--- src/rtl/shift_pkg.sv ---
// Shared types and encodings for the multi-cycle shift sequencer.
package shift_pkg;

  typedef enum logic [1:0] {
    IDLE,
    SHIFT,
    DONE
  } state_t;

  typedef enum logic [1:0] {
    LOGICAL,
    ARITH,
    ROTATE,
    RSVD
  } shift_mode_t;

  localparam logic DIR_RIGHT = 1'b0;
  localparam logic DIR_LEFT  = 1'b1;

endpackage

--- src/rtl/shift_row.sv ---
// WIDTH-bit register built from per-bit hold / shift-left / shift-right cells,
// with a parallel load path for command capture.
module shift_row
  import shift_pkg::*;
#(
  parameter int unsigned WIDTH = 8
) (
  input  logic             clk_i,
  input  logic             rst_n_i,
  input  logic             load_i,
  input  logic [WIDTH-1:0] load_data_i,
  input  logic             en_i,
  input  logic             dir_i,
  input  logic             fill_msb_i,
  input  logic             fill_lsb_i,
  output logic [WIDTH-1:0] q_o
);

  for (genvar i = 0; i < WIDTH; i++) begin : g_cell
    logic from_lo;
    logic from_hi;
    logic bit_d;
    logic bit_q;

    // Edge cells take the boundary fill instead of a neighbour.
    if (i == 0) begin : g_lsb
      assign from_lo = fill_lsb_i;
    end else begin : g_lo
      assign from_lo = q_o[i-1];
    end

    if (i == WIDTH - 1) begin : g_msb
      assign from_hi = fill_msb_i;
    end else begin : g_hi
      assign from_hi = q_o[i+1];
    end

    always_comb begin
      bit_d = bit_q;
      if (load_i) begin
        bit_d = load_data_i[i];
      end else if (en_i) begin
        bit_d = (dir_i == DIR_LEFT) ? from_lo : from_hi;
      end
    end

    always_ff @(posedge clk_i or negedge rst_n_i) begin
      if (!rst_n_i) begin
        bit_q <= 1'b0;
      end else begin
        bit_q <= bit_d;
      end
    end

    assign q_o[i] = bit_q;
  end

endmodule

--- src/rtl/shift_sequencer.sv ---
// Multi-cycle shift unit: accepts one command, shifts one bit per clock
// through a shift_row, then pulses done_o for one cycle.
module shift_sequencer
  import shift_pkg::*;
#(
  parameter int unsigned WIDTH = 8,
  parameter int unsigned AMT_W = $clog2(WIDTH)
) (
  input  logic             clk_i,
  input  logic             rst_n_i,
  input  logic             start_i,
  input  logic [WIDTH-1:0] data_i,
  input  logic [AMT_W-1:0] amount_i,
  input  logic             dir_i,
  input  logic [1:0]       mode_i,
  output logic             ready_o,
  output logic             busy_o,
  output logic             done_o,
  output logic [WIDTH-1:0] data_o
);

  state_t      state_q, state_d;
  logic [AMT_W-1:0] cnt_q, cnt_d;
  logic        dir_q, dir_d;
  shift_mode_t mode_q, mode_d;

  logic [AMT_W-1:0] amt_sat;
  logic             load;
  logic             shift_en;
  logic             fill_msb;
  logic             fill_lsb;
  logic [WIDTH-1:0] row_q;

  // Only reachable when WIDTH is not a power of two.
  always_comb begin
    amt_sat = amount_i;
    if ({1'b0, amount_i} > (AMT_W + 1)'(WIDTH - 1)) begin
      amt_sat = AMT_W'(WIDTH - 1);
    end
  end

  always_comb begin
    state_d  = state_q;
    cnt_d    = cnt_q;
    dir_d    = dir_q;
    mode_d   = mode_q;
    load     = 1'b0;
    shift_en = 1'b0;
    unique case (state_q)
      IDLE: begin
        if (start_i) begin
          load    = 1'b1;
          cnt_d   = amt_sat;
          dir_d   = dir_i;
          mode_d  = shift_mode_t'(mode_i);
          state_d = (amt_sat != '0) ? SHIFT : DONE;
        end
      end
      SHIFT: begin
        shift_en = 1'b1;
        cnt_d    = cnt_q - 1'b1;
        if (cnt_q == AMT_W'(1)) begin
          state_d = DONE;
        end
      end
      DONE: begin
        state_d = IDLE;
      end
      default: begin
        state_d = IDLE;
      end
    endcase
  end

  always_comb begin
    fill_msb = 1'b0;
    fill_lsb = 1'b0;
    unique case (mode_q)
      ARITH: begin
        fill_msb = row_q[WIDTH-1];
      end
      ROTATE: begin
        fill_msb = row_q[0];
        fill_lsb = row_q[WIDTH-1];
      end
      default: begin
        fill_msb = 1'b0;
        fill_lsb = 1'b0;
      end
    endcase
  end

  always_ff @(posedge clk_i or negedge rst_n_i) begin
    if (!rst_n_i) begin
      state_q <= IDLE;
      cnt_q   <= '0;
      dir_q   <= DIR_RIGHT;
      mode_q  <= LOGICAL;
    end else begin
      state_q <= state_d;
      cnt_q   <= cnt_d;
      dir_q   <= dir_d;
      mode_q  <= mode_d;
    end
  end

  shift_row #(
    .WIDTH(WIDTH)
  ) u_row (
    .clk_i      (clk_i),
    .rst_n_i    (rst_n_i),
    .load_i     (load),
    .load_data_i(data_i),
    .en_i       (shift_en),
    .dir_i      (dir_q),
    .fill_msb_i (fill_msb),
    .fill_lsb_i (fill_lsb),
    .q_o        (row_q)
  );

  assign ready_o = (state_q == IDLE);
  assign busy_o  = (state_q == SHIFT);
  assign done_o  = (state_q == DONE);
  assign data_o  = row_q;

endmodule

--- config.mk ---
export PLATFORM = sky130hd
export DESIGN_NAME = shift_sequencer
export DESIGN_NICKNAME = d
export VERILOG_FILES = /design/src/rtl/shift_pkg.sv /design/src/rtl/shift_row.sv /design/src/rtl/shift_sequencer.sv
export SDC_FILE = /design/constraint.sdc
export NUM_CORES = 1
export LEC_CHECK = 0
export ABC_AREA = 1
export CAP_MARGIN = 40
export CORE_UTILIZATION = 51
export CTS_CLUSTER_DIAMETER = 150
export DETAILED_ROUTE_END_ITERATION = 7
export GPL_TIMING_DRIVEN = 1
export PLACE_DENSITY = 0.82
export SLEW_MARGIN = 20
export SYNTH_ARGS = -nofsm -noshare
export SYNTH_HDL_FRONTEND = slang
export SYNTH_HIERARCHICAL = 1
export SYNTH_SLANG_ARGS = --single-unit
--- constraint.sdc ---
create_clock -name clk_i -period 2.5 [get_ports clk_i]
set_input_delay 0.25 -clock clk_i [delete_from_list [all_inputs] [get_ports clk_i]]
set_output_delay 0.25 -clock clk_i [all_outputs]
set_load 0.005 [all_outputs]
=== Word-level counts from Yosys, hierarchy flattened ===
Cells that the tools add are included.

* Bits of input ports: 17
* Logic and storage cells: 64
* Flip-flop bits (word level): 16

* Add/subtract/negate cells: 1
* Eq/ne operators: 8
* Multiplexer cells: 35
* Reductions and logical operators: 8

{| class="wikitable"
|+ Operators with widths
! cell !! count
|-
| 1-bit 2-to-1 mux || 28
|-
| 2-bit AND reduction || 4
|-
| 2-bit 2-to-1 mux || 3
|-
| 3-bit case mux with 2 select lines || 1
|-
| 2-bit by 1-bit equality test with 1-bit output, second input constant || 2
|-
| 2-bit equality test, second input constant || 2
|-
| 2-bit case mux with 2 select lines || 1
|-
| 2-bit nonzero test || 2
|-
| 3-bit by 1-bit equality test with 1-bit output, second input constant || 1
|-
| 3-bit 2-to-1 mux || 1
|-
| 3-bit inequality test, second input constant || 1
|-
| 3-bit nonzero test || 1
|-
| 3-bit by 1-bit subtractor with 3-bit output, second input constant || 1
|-
| 2-bit logical NOT || 1
|-
| 2-bit by 1-bit inequality test with 1-bit output, second input constant || 1
|-
| 2-bit inequality test, second input constant || 1
|-
| 1-bit case mux with 2 select lines || 1
|}

=== Longest topological paths before layout ===
* Word-level depth: 5
* Gate-level depth with buffers: 8
* Gate-level depth less buffers: 8

=== Cells and area by module ===
The synthesis kept the hierarchy.

{| class="wikitable"
|+ By module, submodules not included
! module !! sequential area each (µm²) !! instances !! cells each !! area an instance (µm²)
|-
| shift_row || 200.2 || 1 || 87 || 573.0
|-
| shift_sequencer || 200.2 || 1 || 68 || 498.0
|}

=== Worst setup path after synthesis ===
No wires, ideal clock.

* Kind: register to register
* From: register state_q[0]
* To: register u_row.g_cell[1].bit_q
* Library setup time: 0.121 ns
* Path slack: 1.269 ns
* Clock period less this slack: 1.231 ns
* Cell stages (with the launch flop): 8
* Arrival time: 1.110 ns
* Path buffers: 1
* Cells stage by stage: dfrtp_1 > nor2_4 > nand2_4 > inv_2 > buf_6 > nor2_4 > a21oi_1 > nand2_1

* Longest elaborated chain between the ends: 3
* Elaborated cells between the ends (all ways): 6
* Those cells by class: eq/ne: 1; mux: 3; reduce/logical: 2

{| class="wikitable"
|+ Ends and longest elaborated chain
! what !! RTL line !! text
|-
| start: declaration || shift_sequencer.sv:22 || <nowiki>state_t state_q, state_d;</nowiki>
|-
| start signal: assignment || shift_sequencer.sv:100 || <nowiki>state_q <= state_d;</nowiki>
|-
| 2-bit logical NOT * || - ||
|-
| via ready_o || shift_sequencer.sv:16 || <nowiki>output logic ready_o,</nowiki>
|-
| 1-bit 2-to-1 mux * || shift_sequencer.sv:49 || <nowiki>unique case (state_q)</nowiki>
|-
| via load || shift_sequencer.sv:28 || <nowiki>logic load;</nowiki>
|-
| 1-bit 2-to-1 mux / 2-bit nonzero test (equally long branches) || - ||
|-
| end signal: assignment || shift_row.sv:51 || <nowiki>bit_q <= bit_d;</nowiki>
|-
| end: declaration || shift_row.sv:23 || <nowiki>logic bit_q;</nowiki>
|}

The timed path passes the listed nets; every way through them passes the cells marked *.
A chain may end at the register's enable or synchronous reset.

=== Worst setup path after layout ===
* From: register state_q[0]
* To: output port busy_o

* Longest elaborated chain between the ends: 1

{| class="wikitable"
|+ Ends and longest elaborated chain
! what !! RTL line !! text
|-
| 2-bit by 1-bit equality test with 1-bit output || shift_sequencer.sv:122 || <nowiki>assign busy_o = (state_q == SHIFT);</nowiki>
|-
| end: declaration || shift_sequencer.sv:17 || <nowiki>output logic busy_o,</nowiki>
|}

No other way between the ends.

==> metrics.md <==
| Metric | Value |
|---|---|
| Peak supply drop | `0.717 mV` |
| Clock root cell | `clkbuf_4` |
| Clock Path Buffers | `2` |
| Synth warnings | `6` |
| Mapped Area | `1070 sq um` |
| Worst setup EP type | `output port` |
| Post-synthesis cell type count | `15` |
| Post-CTS Setup Bufs | `0` |
| CTS tree | `done` |
| Number of global-route vias before repair | `860` |
| Critical-path cell list | `inv_2 > nor2_4 > clkdlybuf4s50_1` |
| Iteration count of the initial detailed-routing pass | `4` |
| Starting Density | `54.6%` |
| Antenna cells | `0` |
| Critical-path top delay cell | `clkdlybuf4s50_1` |
| Post-Syn Area per Cell | `6.91 sq um` |
| CP max stage delay | `0.55 ns` |
| Layout cell share with drive strength beyond 1 | `8.52%` |
| Clk_lat worst skew | `0.28 ns` |
| Worst EP required | `2.25 ns` |
| WL final | `2.13 mm` |
| Tcrit/Tclk final | `72.9%` |
| Arrival time at the worst endpoint | `1.57 ns` |
| GRT overflow | `0` |
| #FFs+latches synth | `16` |
| Worst setup SP type | `flop` |
| Clock sinks | `16` |
| Die Span Y | `47.8 um` |
| Leakage | `0.752 nW` |
| CTS buffer count | `3` |
| Syn Inst Count | `155` |
| Max-slew violation count | `0` |
| Setup TNS | `0 ns` |
| Detailed-route via count | `969` |
| H-tree depth | `1` |
| Post_cts resized | `0` |
| Per-cell routed wire length | `10.5 um` |
| DRC viols | `0` |
| Final ANT Viol Nets | `0` |
| Crit Path Max Fanout | `8` |
| Worst-path clk slew | `0.10 ns` |
| Outcome | `completed` |
| Initial DRC Count | `32` |
| Initial antenna violation count | `0` |
| Area Growth Syn to Fin | `24.1%` |
| Max_cap viols | `0` |
| Largest net degree at the start of global routing | `17` |
| Via-to-Cell Ratio | `4.77` |
| # setup viols final | `0` |
| Post-CTS Hold Buffers | `0` |
| I/O pin cnt | `28` |
| Worst Hold Class | `in -> async` |
| Net count after synthesis | `176` |
| Top post-synthesis cells by area | `dfrtp_1 37%, nand2_1 25%, inv_1 7.7%` |
| Port bufs | `27` |
| Global-route wire length before repair | `3.39 mm` |
| Rows | `16` |
| Layout net count | `198` |
| Post-synth top area share | `37.4%` |
| Setup Crit Path Kind | `reg -> out` |
| Post-synthesis sequential area ratio | `37.4%` |
| Core area | `1960 sq um` |
| Minimum clock period | `1.82 ns` |
| Relative slew slack | `51.9%` |
| Post-DP HPWL | `1.68 mm` |
| Final Skew | `0.00694 ns` |
| Die W | `47.8 um` |
| Worst Max-Slew Pin Slew | `0.719 ns` |
| Fillers | `190` |
| Final GP Congestion | `0.765` |
| FMAX | `0.549 GHz` |
| Area after DPL | `1290 sq um` |
| Yosys top cell by area | `dfrtp_1` |
| Die area | `2290 sq um` |
| Power Density | `1150 nW/um^2` |
| Total GRT Usage | `21.5%` |
| Post-route cell area | `1330 sq um` |
| Hold slack | `0.382 ns` |
| RSZ-0062 raised after global routing | `false` |
| Final hold violation count | `0` |
[cell usage after synthesis]
| master | n |
|---|---|
| nand3_2 | 1 |
| nand2_2 | 1 |
| inv_2 | 4 |
| dfrtp_1 | 16 |
| nor2_1 | 3 |
| o21ai_0 | 2 |
| buf_4 | 8 |
| inv_1 | 22 |
| ha_1 | 4 |
| nor2_4 | 4 |
| nand3_1 | 7 |
| nand2_4 | 1 |
| buf_6 | 2 |
| a21oi_1 | 9 |
| nand2_1 | 71 |
[worst paths after layout]
kind,cells after the start,to,from,slack [ns]
worst max-delay path,3,busy_o,state_q[0],0.68
worst min-delay path,1,u_row/g_cell[0].bit_q,rst_n_i,0.38
worst max register to register,6,u_row/g_cell[3].from_hi,state_q[0],1.12
worst min register to register,2,cnt_q[1],cnt_q[1],0.49
max in group asynchronous,1,cnt_q[0],rst_n_i,1.66
min in group clk_i,3,mode_q[0],mode_i[0],0.49
[where the power goes]
part / internal (mW) / switching, mW / total, mW
combinational: 0.377 / 0.451 / 0.828
sequential: 0.383 / 0.140 / 0.523
clock: 0.0886 / 0.0843 / 0.173
[placed cells by master, fill, tap and decap left out]
master,n
clkbuf_8,1
nand2_1,71
nand2_4,1
dfrtp_1,16
o21ai_0,2
a21oi_1,9
ha_1,4
nor2_1,3
inv_2,4
inv_1,22
nor2_4,4
nand2_2,1
nand3_2,1
clkbuf_4,3
clkdlybuf4s50_1,27
nand3_1,7
[cells by family after synthesis]
group           Yosys count  share of synthesized area [%]
compound gates           11                           5.14
fa+ha+maj                 4                           4.67
buf+inv                  36                           16.8
simple gates             88                           36.0
flops                    16                           37.4
[area by class of cell]
| class | count | area, sq um | area share (%) |
|---|---|---|---|
| repair buffers | 27 | 270 | 20.3 |
| well taps | 27 | 33.8 | 2.54 |
| flip-flops and latches | 16 | 400 | 30.1 |
| inverters | 26 | 97.6 | 7.34 |
| clock buffers | 4 | 36.3 | 2.73 |
| multi-input cells | 103 | 490 | 36.9 |
[through the flow]
| step | setup slack, ns | std cells | power [mW] | utilization [%] |
|---|---|---|---|---|
| final | 0.677 | 203 | 1.52 | 67.7 |
| after global routing | 0.587 | 203 | 1.69 | 67.7 |
| after CTS | 0.661 | 203 | 1.54 | 67.7 |
| after detailed placement | 0.912 | 199 | 1.36 | 65.9 |
| after global placement | 0.949 | 199 | 1.32 | 65.9 |
| after floorplan | 1.27 | 155 | 1.14 | - |
[critical path: cells and delay by family, from the launching register on]
kind / cells / cell delay, ns
flip-flops: 1 / 0.45
AND/OR/NAND/NOR: 1 / 0.22
buffers and inverters: 2 / 0.62
[sequential cells by signal (all words and copies together) (netlist names)]
signal	flops
dir_q	1
u_row/g_cell.from_hi	7
mode_q	2
u_row/g_cell.bit_q	1
cnt_q	3
state_q	2
[layer usage]
layer	vias up	routed length, um	GRT usage, %
met5	-	0	0
met2	24	1110	40.5
met1	441	921	25.1
met4	0	9	5.00
met3	2	90	3.40
li1	502	-	-
Note: power is estimated with default switching activity, not from simulation.
